<file path="src/rtl/ram_arb_pkg.sv">
// Shared definitions for the ram_4x8 arbiter: state encoding, requester ids and geometry.
// The optional per-requester counters are enabled with ARB_ACCESS_COUNT_EN.
package ram_arb_pkg;

    localparam int ADDR_W = 2;
    localparam int DATA_W = 8;

    localparam logic REQ_A = 1'b0;
    localparam logic REQ_B = 1'b1;

    typedef enum logic [1:0] {
        IDLE   = 2'd0,
        ACCESS = 2'd1,
        RESP   = 2'd2
    } arb_state_t;

    // Increment that sticks at all-ones instead of wrapping.
    function automatic logic [DATA_W-1:0] sat_inc(input logic [DATA_W-1:0] value);
        if (value == {DATA_W{1'b1}}) begin
            return value;
        end else begin
            return value + {{(DATA_W-1){1'b0}}, 1'b1};
        end
    endfunction

endpackage

</file>
<file path="src/rtl/rr_arb2.sv">
// Two-requester round-robin winner selection with a registered fairness pointer.
// The pointer moves to the losing requester whenever a grant is issued.
module rr_arb2
    import ram_arb_pkg::*;
(
    input  logic clk,
    input  logic rst_n,
    input  logic a_req,
    input  logic b_req,
    input  logic grant_en,
    output logic any_req,
    output logic winner
);

    logic ptr_r;
    logic winner_s;

    // Pick the lone requester, or the pointer's choice when both contend.
    always_comb begin
        winner_s = REQ_A;
        if (a_req && b_req) begin
            winner_s = ptr_r;
        end else if (b_req) begin
            winner_s = REQ_B;
        end else begin
            winner_s = REQ_A;
        end
    end

    assign any_req = a_req | b_req;
    assign winner  = winner_s;

    // Pointer flips to the loser only on the cycle a grant is actually made.
    always_ff @(posedge clk or negedge rst_n) begin
        if (!rst_n) begin
            ptr_r <= REQ_A;
        end else if (grant_en && (a_req || b_req)) begin
            ptr_r <= ~winner_s;
        end else begin
            ptr_r <= ptr_r;
        end
    end

endmodule

</file>
<file path="src/rtl/ram_4x8_arbiter.sv">
// Arbiter and access sequencer for the shared ram_4x8: IDLE -> ACCESS -> RESP per transaction.
// Define ARB_ACCESS_COUNT_EN to add saturating completed-transaction counters a_count/b_count.
module ram_4x8_arbiter
    import ram_arb_pkg::*;
(
    input  logic              clk,
    input  logic              rst_n,
    input  logic              a_req,
    input  logic              a_we,
    input  logic [ADDR_W-1:0] a_addr,
    input  logic [DATA_W-1:0] a_wdata,
    output logic              a_gnt,
    output logic              a_done,
    input  logic              b_req,
    input  logic              b_we,
    input  logic [ADDR_W-1:0] b_addr,
    input  logic [DATA_W-1:0] b_wdata,
    output logic              b_gnt,
    output logic              b_done,
    output logic [DATA_W-1:0] rdata,
    output logic              ram_enable,
    output logic              ram_we,
    output logic [ADDR_W-1:0] ram_addr,
    output logic [DATA_W-1:0] ram_din,
    input  logic [DATA_W-1:0] ram_dout,
    output logic              busy
`ifdef ARB_ACCESS_COUNT_EN
    ,
    output logic [DATA_W-1:0] a_count,
    output logic [DATA_W-1:0] b_count
`endif
);

    arb_state_t        state_r;
    logic              win_r;
    logic              we_r;
    logic              any_req_s;
    logic              winner_s;
    logic              grant_en_s;
    logic              sel_we_s;
    logic [ADDR_W-1:0] sel_addr_s;
    logic [DATA_W-1:0] sel_wdata_s;

    assign grant_en_s = (state_r == IDLE);

    rr_arb2 u_rr_arb2 (
        .clk      (clk),
        .rst_n    (rst_n),
        .a_req    (a_req),
        .b_req    (b_req),
        .grant_en (grant_en_s),
        .any_req  (any_req_s),
        .winner   (winner_s)
    );

    // Route the winning requester's fields toward the grant latches.
    always_comb begin
        sel_we_s    = 1'b0;
        sel_addr_s  = {ADDR_W{1'b0}};
        sel_wdata_s = {DATA_W{1'b0}};
        if (winner_s == REQ_B) begin
            sel_we_s    = b_we;
            sel_addr_s  = b_addr;
            sel_wdata_s = b_wdata;
        end else begin
            sel_we_s    = a_we;
            sel_addr_s  = a_addr;
            sel_wdata_s = a_wdata;
        end
    end

    // Sequencer FSM; ram_addr/ram_din double as the latched address and write data.
    always_ff @(posedge clk or negedge rst_n) begin
        if (!rst_n) begin
            state_r    <= IDLE;
            win_r      <= REQ_A;
            we_r       <= 1'b0;
            a_gnt      <= 1'b0;
            b_gnt      <= 1'b0;
            a_done     <= 1'b0;
            b_done     <= 1'b0;
            rdata      <= {DATA_W{1'b0}};
            ram_enable <= 1'b0;
            ram_we     <= 1'b0;
            ram_addr   <= {ADDR_W{1'b0}};
            ram_din    <= {DATA_W{1'b0}};
            busy       <= 1'b0;
        end else begin
            case (state_r)
                IDLE: begin
                    if (any_req_s) begin
                        state_r    <= ACCESS;
                        win_r      <= winner_s;
                        we_r       <= sel_we_s;
                        ram_enable <= 1'b1;
                        ram_we     <= sel_we_s;
                        ram_addr   <= sel_addr_s;
                        ram_din    <= sel_wdata_s;
                        a_gnt      <= (winner_s == REQ_A);
                        b_gnt      <= (winner_s == REQ_B);
                        busy       <= 1'b1;
                    end else begin
                        state_r <= IDLE;
                    end
                end
                ACCESS: begin
                    state_r    <= RESP;
                    ram_enable <= 1'b0;
                    ram_we     <= 1'b0;
                    a_gnt      <= 1'b0;
                    b_gnt      <= 1'b0;
                    a_done     <= (win_r == REQ_A);
                    b_done     <= (win_r == REQ_B);
                    if (!we_r) begin
                        rdata <= ram_dout;
                    end else begin
                        rdata <= rdata;
                    end
                end
                RESP: begin
                    state_r <= IDLE;
                    a_done  <= 1'b0;
                    b_done  <= 1'b0;
                    busy    <= 1'b0;
                end
                default: begin
                    state_r    <= IDLE;
                    ram_enable <= 1'b0;
                    ram_we     <= 1'b0;
                    a_gnt      <= 1'b0;
                    b_gnt      <= 1'b0;
                    a_done     <= 1'b0;
                    b_done     <= 1'b0;
                    busy       <= 1'b0;
                end
            endcase
        end
    end

`ifdef ARB_ACCESS_COUNT_EN
    // Count completions; the new value appears together with the done pulse.
    always_ff @(posedge clk or negedge rst_n) begin
        if (!rst_n) begin
            a_count <= {DATA_W{1'b0}};
            b_count <= {DATA_W{1'b0}};
        end else if (state_r == ACCESS) begin
            if (win_r == REQ_A) begin
                a_count <= sat_inc(a_count);
            end else begin
                b_count <= sat_inc(b_count);
            end
        end else begin
            a_count <= a_count;
            b_count <= b_count;
        end
    end
`endif

endmodule
</file>
<file path="config.mk">
export PLATFORM = sky130hd
export DESIGN_NAME = ram_4x8_arbiter
export DESIGN_NICKNAME = d
export VERILOG_FILES = /design/src/rtl/ram_arb_pkg.sv /design/src/rtl/rr_arb2.sv /design/src/rtl/ram_4x8_arbiter.sv
export SDC_FILE = /design/constraint.sdc
export NUM_CORES = 1
export LEC_CHECK = 0
export ABC_CLOCK_PERIOD_IN_PS = 2000
export BUFFER_PORTS_ARGS = -buffer_cell sky130_fd_sc_hd__buf_2
export CORE_AREA = 2 2 58 60
export CTS_CLUSTER_SIZE = 16
export DETAILED_ROUTE_END_ITERATION = 10
export DIE_AREA = 0 0 60 62
export PLACE_DENSITY = 0.76
export SLEW_MARGIN = 15
export SYNTH_ARGS = -nofsm -noshare
export SYNTH_HDL_FRONTEND = slang
export SYNTH_SLANG_ARGS = --single-unit
</file>
<file path="constraint.sdc">
create_clock -name clk -period 2 [get_ports clk]
set_clock_uncertainty 0.1 [all_clocks]
set_input_delay 0.2 -clock clk [delete_from_list [all_inputs] [get_ports clk]]
set_output_delay 0.2 -clock clk [all_outputs]
set_load 0.005 [all_outputs]
</file>
-- Word-level counts from Yosys, hierarchy flattened
Index checks and enable logic that the tools add are counted.
- output and inout port bits: 25
- bits in registers: 30
- word-level logic and storage cells: 49
- input bits: 34
- muxes and demuxes: 18
- equal/unequal tests: 3
- bitwise gates (word level): 6
- reduce and logical (&&, ||, !) cells: 8
- operator list (kind ; count):
    1-bit case mux with 2 select lines ; 7
    1-bit 2-to-1 mux ; 8
    8-bit 2-to-1 mux ; 1
    2-bit AND reduction ; 4
    1-bit inverter ; 5
    2-bit case mux with 2 select lines ; 1
    2-bit by 1-bit equality test with 1-bit output, second input constant ; 1
    2-bit equality test, second input constant ; 1
    1-bit logical AND ; 2
    2-bit zero test ; 1
    2-bit 2-to-1 mux ; 1
    2-bit inequality test, second input constant ; 1
    1-bit logical OR ; 1
    1-bit bitwise OR ; 1

-- Logic depth before layout (Yosys ltp)
- depth in word-level cells: 5
- mapped depth: 5
- gate-level depth less buffers: 4

-- Hierarchy
Synthesis repeated with hierarchy kept, for this count alone.
- cells, all modules: 108
- area total of the unflattened synthesis: 1360.1 sq um
- modules (own cells, without submodules) (module ; area each (sq um) ; cells an instance ; instances):
    ram_4x8_arbiter ; 1306.3 ; 102 ; 1
    rr_arb2 ; 53.8 ; 6 ; 1

-- Least setup slack after synthesis
OpenSTA, ideal clock, no wires.
- path kind: register -> register
- start point: register state_r[0]
- end point: register rdata[0]
- clock period less this slack: 1.395 ns
- stages on the path, launching flop included: 6
- data required time: 1.775 ns
- setup time: 0.125 ns
- slack: 0.605 ns
- arrival time: 1.170 ns
- cells stage by stage: dfrtp_1 buf_6 nor2b_2 nor2b_4 buf_6 mux2_4
- cells in the longest elaborated chain, start to end: 2
- ends and longest elaborated chain (element ; line ; RTL):
    from (decl) ; ram_4x8_arbiter.sv:34 ; arb_state_t state_r;
    from (signal assigned) ; ram_4x8_arbiter.sv:75 ; state_r <= IDLE;
    from (signal assigned) ; ram_4x8_arbiter.sv:92 ; state_r <= ACCESS;
    from (signal assigned) ; ram_4x8_arbiter.sv:103 ; state_r <= IDLE;
    2-bit by 1-bit equality test with 1-bit output ; ram_4x8_arbiter.sv:89 ; case (state_r)
    2-bit AND reduction (no line) ; -- ;
    to (signal assigned) ; ram_4x8_arbiter.sv:82 ; rdata <= {DATA_W{1'b0}};
    to (signal assigned) ; ram_4x8_arbiter.sv:115 ; rdata <= ram_dout;
    to (signal assigned) ; ram_4x8_arbiter.sv:117 ; rdata <= rdata;
    to (decl) ; ram_4x8_arbiter.sv:20 ; output logic [DATA_W-1:0] rdata,
Every way passes these cells.
A chain may end at the register's enable or synchronous reset.

-- Final worst setup path
- start point: register state_r[0]
- end point: register ram_din[0]
- cells in the longest elaborated chain, start to end: 2
- ends and longest elaborated chain (element ; line ; RTL):
    2-bit zero test ; ram_4x8_arbiter.sv:89 ;
    2-bit AND reduction (no line) ; -- ;
    to (signal assigned) ; ram_4x8_arbiter.sv:86 ; ram_din <= {DATA_W{1'b0}};
    to (signal assigned) ; ram_4x8_arbiter.sv:98 ; ram_din <= sel_wdata_s;
    to (decl) ; ram_4x8_arbiter.sv:24 ; output logic [DATA_W-1:0] ram_din,
Every way passes these cells.

==> reports/metrics.csv <==
metric,value,unit
netlist_area,1380,um2
hold_class,input pin to flop,
ff2ff_path_depth,3,
hold_viol,0,
grt_pass1_wl,4.64,mm
ant_nets,0,
ir_worst_vdd,0.566,mV
fmax,600,MHz
postSynth.asyncResetShare,1.00,
clock_sinks,30,
synth_most_common_cell,dfrtp_1,
crit_chain,nor2_4 -> nand2_2 -> a221o_2,
fp.coreArea,3180,um2
tns,0,ns
clk_pin_slew_worst_paths,0.10,ns
avgSynthCellArea,13.0,um2
critPathSlowestCell,dfrtp_1,
tritoncts,done,
die_h,62,um
crit_start,state_r[0]$_DFF_PN0_,
grt_remaining_overflow,0,
rows,21,
max-clock-path-buffers,2,
worst-path-buf-inv,0,
synthTopCellsByCount,"dfrtp_1, mux2_4, o2111a_1",
synth-seq-area-share,0.543,
ctsResizeCount,0,
drv_slew,0,
cpLargestDelayFamily,simple AND/OR/NAND/NOR gates,
period_needed,1.67,ns
critPathRequiredTime,2.11,ns
synth_top_area_share,0.543,
grt_max_degree,31,
ys_top_cells_by_area,"dfrtp_1, mux2_4, o2111a_1, a221o_1, buf_6",
rsz0062_at_grt,no,
cap_violations,0,
diodes,0,
die_w,60,um
finalCritPeriodShare,0.833,
grt.total_usage,0.170,
syn_nets,140,
crit_path_start_kind,flop,
r2r_slack,0.33,ns
postCtsSetupRepairBufs,0,
synth_largest_area_cell,dfrtp_1,
gp_congestion,0.778,
yosys_warnings,0,
critical_path_cell_count,3,
numCtsBuffers,5,
synthCells,106,
vias_per_cell,5.07,
first_pass_iters,4,
reg2reg_from,state_r[0]$_DFF_PN0_,
pin_count,59,
setup_viol,0,
post-dp-hpwl,2.19,mm
drtIter0Drc,41,
crit_type,flop to flop,
power_density,1470,nW/um2
root_buffer,clkbuf_4,
initial_utilization,0.434,
synth_edf_count,0,
r2r-end,ram_din[0]$_DFFE_PN0P_,
final_util,0.555,
grt_pass1_vias,1062,
clk_latency,0.32,ns
fin_nets,201,
crit_path_end_kind,flop,
worstPathArrival,1.77,ns
max_stage_delay,0.50,ns
tightest_slew,0.645,ns
drcViolationCount,0,
finalHoldWorstSlack,0.00713,ns
die_area,3720,um2
critical_path.max_fanout,13,
grt_antenna_before_repair,0,
maxSlewHeadroom,0.570,
cts_hold_buf,3,
wl_per_cell,13.7,um
yosys.cell_types.count,33,
io_buffers,58,
vias,1086,
synthFlopType,dfrtp_1,
worstSetupEndpoint,ram_din[0]$_DFFE_PN0P_,
wl,2.93,mm
status,"finished, final reports clean",
htree_levels,2,
leakage,0.889,nW
layout-drive-gt1-share,0.506,
ys_seq_elements,30,
area_growth,27.6,%
[area by class of cell]
| type | instances | area, um2 |
|---|---|---|
| clock buffer | 7 | 55.1 |
| timing repair buffer | 62 | 328 |
| multi-input combinational | 62 | 544 |
| inverter | 6 | 22.5 |
| fill | 299 | 1420 |
| clock inverter | 1 | 5.00 |
| sequential | 30 | 751 |
| tap | 46 | 57.6 |
[flip-flops by register name, indices dropped and copies added (netlist names), 2 cells and up]
signal and cells:
ram_addr 2, state_r 2, ram_din 8, rdata 8
[layout by cell type (no fill, tap or decap), drive strengths merged]
| master | Yosys | layout |
|---|---|---|
| nand4 | 1 | 1 |
| o21ai | 5 | 5 |
| mux2 | 8 | 8 |
| clkbuf | 0 | 7 |
| nand2b | 1 | 1 |
| dfrtp | 30 | 30 |
| nor2b | 3 | 3 |
| inv | 5 | 5 |
| clkinv | 1 | 2 |
| dlygate4sd3 | 0 | 3 |
| o2111a | 8 | 8 |
| or2 | 2 | 2 |
| a21o | 3 | 3 |
| a31oi | 3 | 3 |
| nor2 | 4 | 4 |
| nand3 | 3 | 3 |
| o211ai | 1 | 1 |
| and2b | 1 | 1 |
| nor3 | 1 | 1 |
| a221o | 8 | 8 |
| buf | 8 | 59 |
| a21oi | 5 | 5 |
| a22o | 1 | 1 |
| nand2 | 2 | 2 |
| mux2i | 2 | 2 |
[layer usage]
metal,routed length [um],up-vias,global-route usage
met5,0,-,0
met4,8,0,0.0413
met3,251,2,0.0642
li1,-,518,-
met2,1430,54,0.283
met1,1240,512,0.212
[power by group]
part / total [mW] / switching, mW / internal, mW
combinational: 1.10 / 0.492 / 0.612
clock: 0.362 / 0.192 / 0.170
sequential: 1.12 / 0.210 / 0.908
[stage by stage]
stage | setup WS, ns | power, mW | area [um2] | cells
floorplan | 0.605 | 1.87 | 1380 | 106
global placement | 0.396 | 2.19 | 1670 | 203
detailed placement | 0.344 | 2.24 | 1670 | 203
CTS | 0.332 | 2.62 | 1760 | 214
global route | 0.236 | 2.80 | 1760 | 214
finish | 0.334 | 2.58 | 1760 | 214
[worst min-delay path by stage]
| stage | depth (start not counted) | start | to | slack, ns |
|---|---|---|---|---|
| global placement | 1 | rst_n | rdata[6]$_DFFE_PN0P_ | 0.15 |
| CTS | 2 | ram_dout[1] | rdata[1]$_DFFE_PN0P_ | 0.002 |
| detailed placement | 1 | rst_n | rdata[4]$_DFFE_PN0P_ | 0.16 |
| floorplan | 0 | rst_n | a_done$_DFFE_PN0P_ | -0.20 |
| global route | 2 | b_wdata[5] | ram_din[5]$_DFFE_PN0P_ | 0.0008 |
| finish | 2 | b_wdata[5] | ram_din[5]$_DFFE_PN0P_ | 0.007 |
[logic make-up (layout without fill, tap and decap cells)]
logic type      count (synthesis)  in the layout  share of synthesized area
buf+inv                        14             76                     0.0625
compound gates                 34             34                      0.204
simple gates                   18             18                     0.0888
mux                            10             10                      0.101
flops                          30             30                      0.543
Note: power is estimated with default switching activity, not from simulation.
